[src/rtl/bp_me_burst_to_stream.sv]
// BedRock Burst-to-Stream converter: one header plus N data beats in, N stream beats out with wrapped per-beat addresses.
// Optional beat-count/last checking is enabled by defining BP_ME_BURST_TO_STREAM_LAST_CHECK_EN.
module bp_me_burst_to_stream
  #(parameter int          paddr_width_p   = 40
  , parameter int          data_width_p    = 64
  , parameter int          payload_width_p = 32
  , parameter logic [15:0] payload_mask_p  = 16'h0000
  , localparam int bp_header_width_lp = 4 + 4 + paddr_width_p + 3 + payload_width_p
  )
  (input  logic                          clk_i
  , input  logic                          reset_i

  , input  logic [bp_header_width_lp-1:0] in_msg_header_i
  , input  logic                          in_msg_header_v_i
  , input  logic                          in_msg_has_data_i
  , output logic                          in_msg_header_ready_and_o

  , input  logic [data_width_p-1:0]       in_msg_data_i
  , input  logic                          in_msg_data_v_i
  , input  logic                          in_msg_last_i
  , output logic                          in_msg_data_ready_and_o

  , output logic [bp_header_width_lp-1:0] out_msg_header_o
  , output logic [data_width_p-1:0]       out_msg_data_o
  , output logic                          out_msg_v_o
  , output logic                          out_msg_last_o
  , input  logic                          out_msg_ready_and_i

  , output logic                          error_o
  );

  // Header layout, LSB first: msg_type[4], subop[4], addr, size[3], payload
  localparam int addr_lsb_lp           = 8;
  localparam int size_lsb_lp           = 8 + paddr_width_p;
  localparam int bytes_per_beat_lp     = data_width_p / 8;
  localparam int beat_offset_width_lp  = $clog2(bytes_per_beat_lp);
  localparam int max_beats_lp          = (128 > bytes_per_beat_lp) ? (128 / bytes_per_beat_lp) : 1;
  localparam int cnt_width_lp          = (max_beats_lp > 1) ? $clog2(max_beats_lp) : 1;

  typedef enum logic [1:0] {
    e_ready  = 2'd0,
    e_nodata = 2'd1,
    e_data   = 2'd2
  } state_e;

  state_e                          state_r;
  logic [bp_header_width_lp-1:0]   header_r;
  logic [cnt_width_lp-1:0]         cnt_r;

  logic                            has_data_in_s;
  logic                            header_hs_s;
  logic                            data_hs_s;
  logic [2:0]                      size_s;
  logic                            size_gt_beat_s;
  logic [paddr_width_p-1:0]        base_addr_s;
  logic [paddr_width_p-1:0]        offset_s;
  logic [paddr_width_p-1:0]        size_mask_s;
  logic [paddr_width_p-1:0]        beat_addr_s;

  assign has_data_in_s = payload_mask_p[in_msg_header_i[3:0]];
  assign header_hs_s   = (state_r == e_ready) & in_msg_header_v_i;
  assign data_hs_s     = (state_r == e_data) & in_msg_data_v_i & out_msg_ready_and_i;

  // Per-beat address: wrap the low msg_size bits within the size-aligned block
  always_comb begin
    size_s         = header_r[size_lsb_lp +: 3];
    base_addr_s    = header_r[addr_lsb_lp +: paddr_width_p];
    size_gt_beat_s = ({29'b0, size_s} > 32'(beat_offset_width_lp));
    offset_s       = paddr_width_p'(cnt_r) << beat_offset_width_lp;
    size_mask_s    = (paddr_width_p'(1'b1) << size_s) - paddr_width_p'(1'b1);
    if (size_gt_beat_s) begin
      beat_addr_s = (base_addr_s & ~size_mask_s) | ((base_addr_s + offset_s) & size_mask_s);
    end else begin
      beat_addr_s = base_addr_s;
    end
  end

  // Output decode from the registered state
  always_comb begin
    in_msg_header_ready_and_o = 1'b0;
    in_msg_data_ready_and_o   = 1'b0;
    out_msg_v_o               = 1'b0;
    out_msg_last_o            = 1'b0;
    out_msg_data_o            = '0;
    out_msg_header_o          = header_r;
    out_msg_header_o[addr_lsb_lp +: paddr_width_p] = beat_addr_s;
    case (state_r)
      e_ready: begin
        in_msg_header_ready_and_o = 1'b1;
      end
      e_nodata: begin
        out_msg_v_o    = 1'b1;
        out_msg_last_o = 1'b1;
      end
      e_data: begin
        out_msg_v_o             = in_msg_data_v_i;
        in_msg_data_ready_and_o = out_msg_ready_and_i;
        out_msg_data_o          = in_msg_data_i;
        out_msg_last_o          = in_msg_last_i;
      end
      default: begin
        out_msg_v_o = 1'b0;
      end
    endcase
  end

  // Message FSM: latch header, then stream either one zero beat or the data beats
  always_ff @(posedge clk_i) begin
    if (reset_i) begin
      state_r  <= e_ready;
      cnt_r    <= '0;
      header_r <= '0;
    end else begin
      case (state_r)
        e_ready: begin
          if (in_msg_header_v_i) begin
            header_r <= in_msg_header_i;
            cnt_r    <= '0;
            state_r  <= has_data_in_s ? e_data : e_nodata;
          end
        end
        e_nodata: begin
          if (out_msg_ready_and_i) begin
            state_r <= e_ready;
          end
        end
        e_data: begin
          if (in_msg_data_v_i & out_msg_ready_and_i) begin
            cnt_r <= cnt_r + cnt_width_lp'(1'b1);
            if (in_msg_last_i) begin
              state_r <= e_ready;
            end
          end
        end
        default: begin
          state_r <= e_ready;
        end
      endcase
    end
  end

`ifdef BP_ME_BURST_TO_STREAM_LAST_CHECK_EN
  logic                    error_r;
  logic [cnt_width_lp-1:0] last_cnt_s;

  // Index of the final beat for the latched message size
  always_comb begin
    if (size_gt_beat_s) begin
      last_cnt_s = cnt_width_lp'((32'd1 << ({29'b0, size_s} - 32'(beat_offset_width_lp))) - 32'd1);
    end else begin
      last_cnt_s = '0;
    end
  end

  // Sticky error on a misplaced last or a has_data hint that disagrees with the mask
  always_ff @(posedge clk_i) begin
    if (reset_i) begin
      error_r <= 1'b0;
    end else if (data_hs_s & (in_msg_last_i != (cnt_r == last_cnt_s))) begin
      error_r <= 1'b1;
    end else if (header_hs_s & (in_msg_has_data_i != has_data_in_s)) begin
      error_r <= 1'b1;
    end else begin
      error_r <= error_r;
    end
  end

  assign error_o = error_r;
`else
  logic unused_s;
  assign unused_s = in_msg_has_data_i ^ header_hs_s ^ data_hs_s;
  assign error_o  = 1'b0;
`endif

endmodule

[config.mk]
export PLATFORM = sky130hd
export DESIGN_NAME = bp_me_burst_to_stream
export DESIGN_NICKNAME = d
export VERILOG_FILES = /design/src/rtl/bp_me_burst_to_stream.sv
export SDC_FILE = /design/constraint.sdc
export NUM_CORES = 1
export LEC_CHECK = 0
export ABC_AREA = 1
export CORE_AREA = 2 2 119 121
export DETAILED_ROUTE_END_ITERATION = 7
export DIE_AREA = 0 0 121 123
export DONT_BUFFER_PORTS = 1
export PLACE_DENSITY = 0.59
export SYNTH_ARGS = -nofsm -noshare
export SYNTH_HDL_FRONTEND = slang
export SYNTH_SLANG_ARGS = --single-unit
[constraint.sdc]
create_clock -name clk_i -period 1.2 [get_ports clk_i]
set_input_delay 0.06 -clock clk_i [delete_from_list [all_inputs] [get_ports clk_i]]
set_output_delay 0.06 -clock clk_i [all_outputs]
set_load 0.01 [all_outputs]
### Yosys cells after proc, flatten, opt, wreduce, memory -nomap -nowiden

Memory sizes are Yosys's and may differ from the RTL's.
Cells that the tools add are included.

| word-level totals | value |
|---|---|
| register bits after elaboration | 89 |
| latch bits | 0 |
| bits in writable memories | 0 |
| memory bits (read-only) | 16 |
| bits of input ports | 154 |
| output and inout bits | 152 |
| logic and storage cells | 42 |
| memories | 1 |

Memories:

| memory | depth | width | read ports | clocked after Yosys merged registers in | write ports | RTL line | source |
|---|---|---|---|---|---|---|---|
| (no name shown) | 16 | 1 | 1 | 0 | 0 | 60 | `assign has_data_in_s = payload_mask_p[in_msg_header_i[3:0]];` |

| cells by class | value |
|---|---|
| $add $sub $neg | 3 |
| multiply operators | 0 |
| divide/modulo/power cells | 0 |
| $lt $le $gt $ge | 2 |
| equal/unequal tests | 6 |
| shifts and indexed selects | 1 |
| mux-type cells | 16 |
| bitwise operators | 5 |
| reduce and logical (&&, ||, !) cells | 5 |

Operators with widths:

| operator | count |
|---|---|
| $and 40x40->40 | 2 |
| $mux 64 | 1 |
| $add 40x7->40 | 1 |
| $mux 40 | 1 |
| $not 40->40 | 1 |
| $or 40x40->40 | 1 |
| $shl 1x3->40 const A | 1 |
| $sub 40x1->40 const B | 1 |
| $mux 2 | 5 |
| $mux 4 | 2 |
| $pmux 4 s2 | 1 |
| $ne 2x2->1 const B | 3 |
| $pmux 2 s3 | 1 |
| $lt 4x5->1 const B | 1 |
| $add 4x1->4 const B | 1 |
| $pmux 1 s2 | 2 |
| $reduce_and 4->1 | 1 |
| $gt 3x2->1 const B | 1 |
| $mux 1 | 3 |
| $reduce_and 3->1 | 1 |
| $eq 2x1->1 const B | 1 |
| $eq 2x2->1 const B | 1 |
| $logic_not 2->1 | 1 |
| $ne 2x1->1 const B | 1 |
| other kinds (3) | 3 |

### Logic depth before layout (Yosys ltp)

| logic depth | value |
|---|---|
| depth in word-level cells | 6 |
| gate-level depth with buffers | 6 |
| gate-level depth less buffers | 4 |

### Worst setup path before layout

No wires, ideal clock.

| timing path | value |
|---|---|
| path type | register to register |
| start | register state_r[0] |
| end | register header_r[33] |
| setup time | 0.113 ns |
| arrival time | 0.950 ns |
| required time | 1.087 ns |
| path slack | 0.137 ns |
| cell stages (with the launch flop) | 6 |
| path buffers | 1 |
| period minus slack after synthesis | 1.063 ns |
| cell sequence | dfxtp_1 -> inv_2 -> clkbuf_1 -> nand3_1 -> nand2_1 -> nor2_1 |

| between the ends | value |
|---|---|
| cells in the longest elaborated chain, start to end | 2 |

Ends and longest elaborated chain:

| what | RTL line | source |
|---|---|---|
| start: declaration | 46 | `state_e state_r;` |
| start signal: assignment | 110 | `state_r <= e_ready;` |
| start signal: assignment | 119 | `state_r <= has_data_in_s ? e_data : e_nodata;` |
| start signal: assignment | 124 | `state_r <= e_ready;` |
| $logic_not 2->1 | 114 | `case (state_r)` |
| $reduce_and 2->1 (no source line) | -- |  |
| end signal: assignment | 117 | `header_r <= in_msg_header_i;` |
| end: declaration | 47 | `logic [bp_header_width_lp-1:0] header_r;` |

Every way passes these cells.
A chain may end at the register's enable or synchronous reset.

### Final worst setup path

| timing path | value |
|---|---|
| start | register state_r[0] |
| end | output in_msg_header_ready_and_o |

| between the ends | value |
|---|---|
| cells in the longest elaborated chain, start to end | 2 |

Ends and longest elaborated chain:

| what | RTL line | source |
|---|---|---|
| $logic_not 2->1 | 87 | `case (state_r)` |
| $mux 1 | 87 |  |
| end: declaration | 16 | `, output logic in_msg_header_ready_and_o` |

Every way passes these cells.

==> results by group <==
Worst setup path
  • Critical Path Source Type: flop
  • FF-to-FF Start: state_r[0]
  • Data required time at the worst endpoint: 1140 ps
  • Endpoint class of the critical path: output pin
  • Worst r2r path cells: 4
  • Ordered cell list for the critical path: inv_4, buf_12, buf_4
  • Critical Path Slowest Stage Cell: sky130_fd_sc_hd__dfxtp_4
  • Crit path arrival time: 1080 ps
  • Highest cell delay on the worst timing path: 360 ps
  • Crit path max fanout: 12
  • Classification of the worst setup path: reg -> out
  • R2r setup slk: 150 ps
  • RR Endpoint: header_r[5]

Route
  • Via density: 4.12
  • First-pass iteration count of the detailed router: 4
  • Post-route DRC violation count: 0
  • Wire length after detailed routing: 9.68 mm
  • Final routed wire length divided by cell count: 12.4 um
  • Starting DRC count in detailed routing: 126
  • Vias after detailed routing: 3220
  • Post-detailed-route count of antenna-violating nets: 0

Synthesis
  • Cells after Synth: 694
  • Cells taking the most area after synthesis: sky130_fd_sc_hd__dfxtp_1, sky130_fd_sc_hd__buf_4, sky130_fd_sc_hd__nor2_1
  • Register area share after synthesis: 0.372
  • Share of the synthesized area in the top cell type: 0.372
  • Post-synthesis instance area: 0.00452 mm2
  • Library cells used by synthesis: 12
  • Number of storage elements in the synthesis netlist: 84
  • Leading area contributor after synthesis: sky130_fd_sc_hd__dfxtp_1
  • Avg Cell Area, Syn: 6.51 um2
  • Yosys Warn Count: 0

STA
  • Achievable Freq: 875 MHz
  • Clock tree skew after final layout: 4.78 ps
  • Setup TNS after final layout: 0 ps
  • Final count of negative-setup-slack endpoints: 0
  • Hold Fails Final Rpt: 84
  • Number of slew-limit violations in the final report: 0
  • Final setup slack of the worst path: 57.2 ps
  • Portion of the clock cycle consumed by the worst path in the final layout: 0.952
  • WHS: -124 ps
  • Minimum clock period: 1140 ps

Job
  • Number of violations of the max-capacitance limit: 0

Clock network
  • Worst-path clk slew: 60 ps
  • Max Root-Sink Buffers: 2
  • Quantity of hold-fixing buffers added after cts: 1
  • Number of sinks on the clock net: 84
  • Root buffer cell: sky130_fd_sc_hd__clkbuf_16
  • Skew-Pair Late Insertion Delay: 340 ps
  • CTS H-Tree Depth: 3
  • TritonCTS clock tree: done
  • Count of buffers added by post-CTS timing repair for setup: 0
  • TritonCTS buffer count: 9

Finish
  • Area delta synth->final: -3.90%
  • Leading cell type in the layout, fill and taps excluded: sky130_fd_sc_hd__nor2_1
  • Number of nets in the finished design: 750
  • Most frequent cells in the layout: sky130_fd_sc_hd__nor2_1, sky130_fd_sc_hd__nand2_1, sky130_fd_sc_hd__inv_1, sky130_fd_sc_hd__nand3_1, sky130_fd_sc_hd__dfxtp_1
  • Share of final-layout standard cells stronger than drive strength 1: 0.0499
  • Antenna diode count: 0
  • Utilization after layout: 0.319
  • Final design area excluding fillers: 0.00434 mm2
  • Number of non-filler instances in the completed layout: 781

Floorplanning
  • Die Y: 123 um
  • Width of the die: 121 um
  • Core footprint: 0.0136 mm2
  • Floorplan die area: 0.0149 mm2
  • Site row count: 43
  • Number of top-level pins: 306
  • Effective utilization at floorplan: 0.332

Power and ir drop
  • Static Leak: 2.35 nW
  • Total power consumption of the routed design: 6.82 mW
  • Worst ir drop on vdd: 643 uV
  • Power density over the cells: 1570 mW/mm2

Placement
  • HPWL after detailed placement: 6.41 mm
  • Worst-case setup slack after placement: 144 ps
  • Placed instance area: 0.00402 mm2
  • Final Wtd Congestion: 0.681
  • Cells after DPL: 763
  • Number of port buffers: 0

Global routing
  • Via count of the first global-routing pass: 2909
  • Initial antenna violation count: 0
  • First-pass GRT wire length: 14.4 mm
  • Global-route total usage across every layer: 0.126
  • Pin count of the biggest net entering global routing: 86
  • Total grt overflow: 0

Min path
  • Type of the tightest min-delay check: in -> reg
  • Worst-case hold path end point: state_r[0]
  • Min-Delay Path Depth: 2
  • Startpoint of the worst hold path: in_msg_header_v_i

Status
  • Violated checks: hold timing
  • Outcome: complete, but fails checks
where the power goes:
group	switching [mW]	total, mW	internal, mW	leakage (nW)
logic	0.523	0.833	0.310	1.52
clock network	1.09	2.70	1.60	0.139
registers	0.273	3.30	3.02	0.698
total	1.89	6.82	4.93	2.35
cell families (layout without fill, tap and decap cells):
kind of cell | after synthesis | after routing | share of synthesized area
buffers and inverters | 273 | 115 | 0.325
other | 1 | 66 | 0.000830
AND/OR/NAND/NOR | 335 | 335 | 0.301
flip-flops | 84 | 84 | 0.372
AO/OA/AOI/OAI | 1 | 1 | 0.00111
cells in the mapped netlist:
| master | number |
|---|---|
| sky130_fd_sc_hd__inv_1 | 85 |
| sky130_fd_sc_hd__dfxtp_1 | 84 |
| sky130_fd_sc_hd__nand3_1 | 83 |
| sky130_fd_sc_hd__nand2_1 | 85 |
| sky130_fd_sc_hd__inv_2 | 2 |
| sky130_fd_sc_hd__buf_1 | 5 |
| sky130_fd_sc_hd__nor2_1 | 167 |
| sky130_fd_sc_hd__clkbuf_1 | 48 |
| sky130_fd_sc_hd__conb_1 | 1 |
| sky130_fd_sc_hd__a21oi_1 | 1 |
| sky130_fd_sc_hd__buf_4 | 111 |
| sky130_fd_sc_hd__buf_2 | 22 |
layout make-up:
class	instances	area (um2)
tap	180	225
clock inverter	5	52.6
multi-input combinational	402	1620
inverter	87	329
clock buffer	11	233
timing repair buffer	12	198
fill	1514	9270
sequential	84	1690
state kept, by name (all words and copies together), names as in the netlist:
signal and cells:
header_r 83, state_r 1
worst max path at each step:
stage	slack (ps)	startpoint	to	cells past startpoint
3_5_place_dp	140	state_r[0]	header_r[5]	4
5_1_grt	-1	state_r[0]	in_msg_header_ready_and_o	3
6_report	60	state_r[0]	in_msg_header_ready_and_o	3
3_3_place_gp	150	state_r[0]	header_r[72]	5
4_1_cts	10	state_r[0]	in_msg_header_ready_and_o	3
2_1_floorplan	140	state_r[0]	header_r[33]	5
timing repair:
action	CTS	global route
cloned	0	1
gates resized for setup	2	1
setup endpoints to repair	1	1
endpoints found under the hold margin	84	84
critical path, delay by kind of cell (launching register included):
| kind | cells | cell delay (ps) |
|---|---|---|
| DFF | 1 | 360 |
| buffers and inverters | 3 | 370 |
layer usage:
layer / vias up / GRT usage / routed length, um / share of wire
met5: - / 0 / 0 / 0
met4: 0 / 0.0632 / 201 / 0.021
met3: 12 / 0.0632 / 1130 / 0.12
met2: 160 / 0.199 / 4340 / 0.45
met1: 1404 / 0.140 / 4020 / 0.41
li1: 1644 / - / - / -
Note: power is estimated with default switching activity, not from simulation.
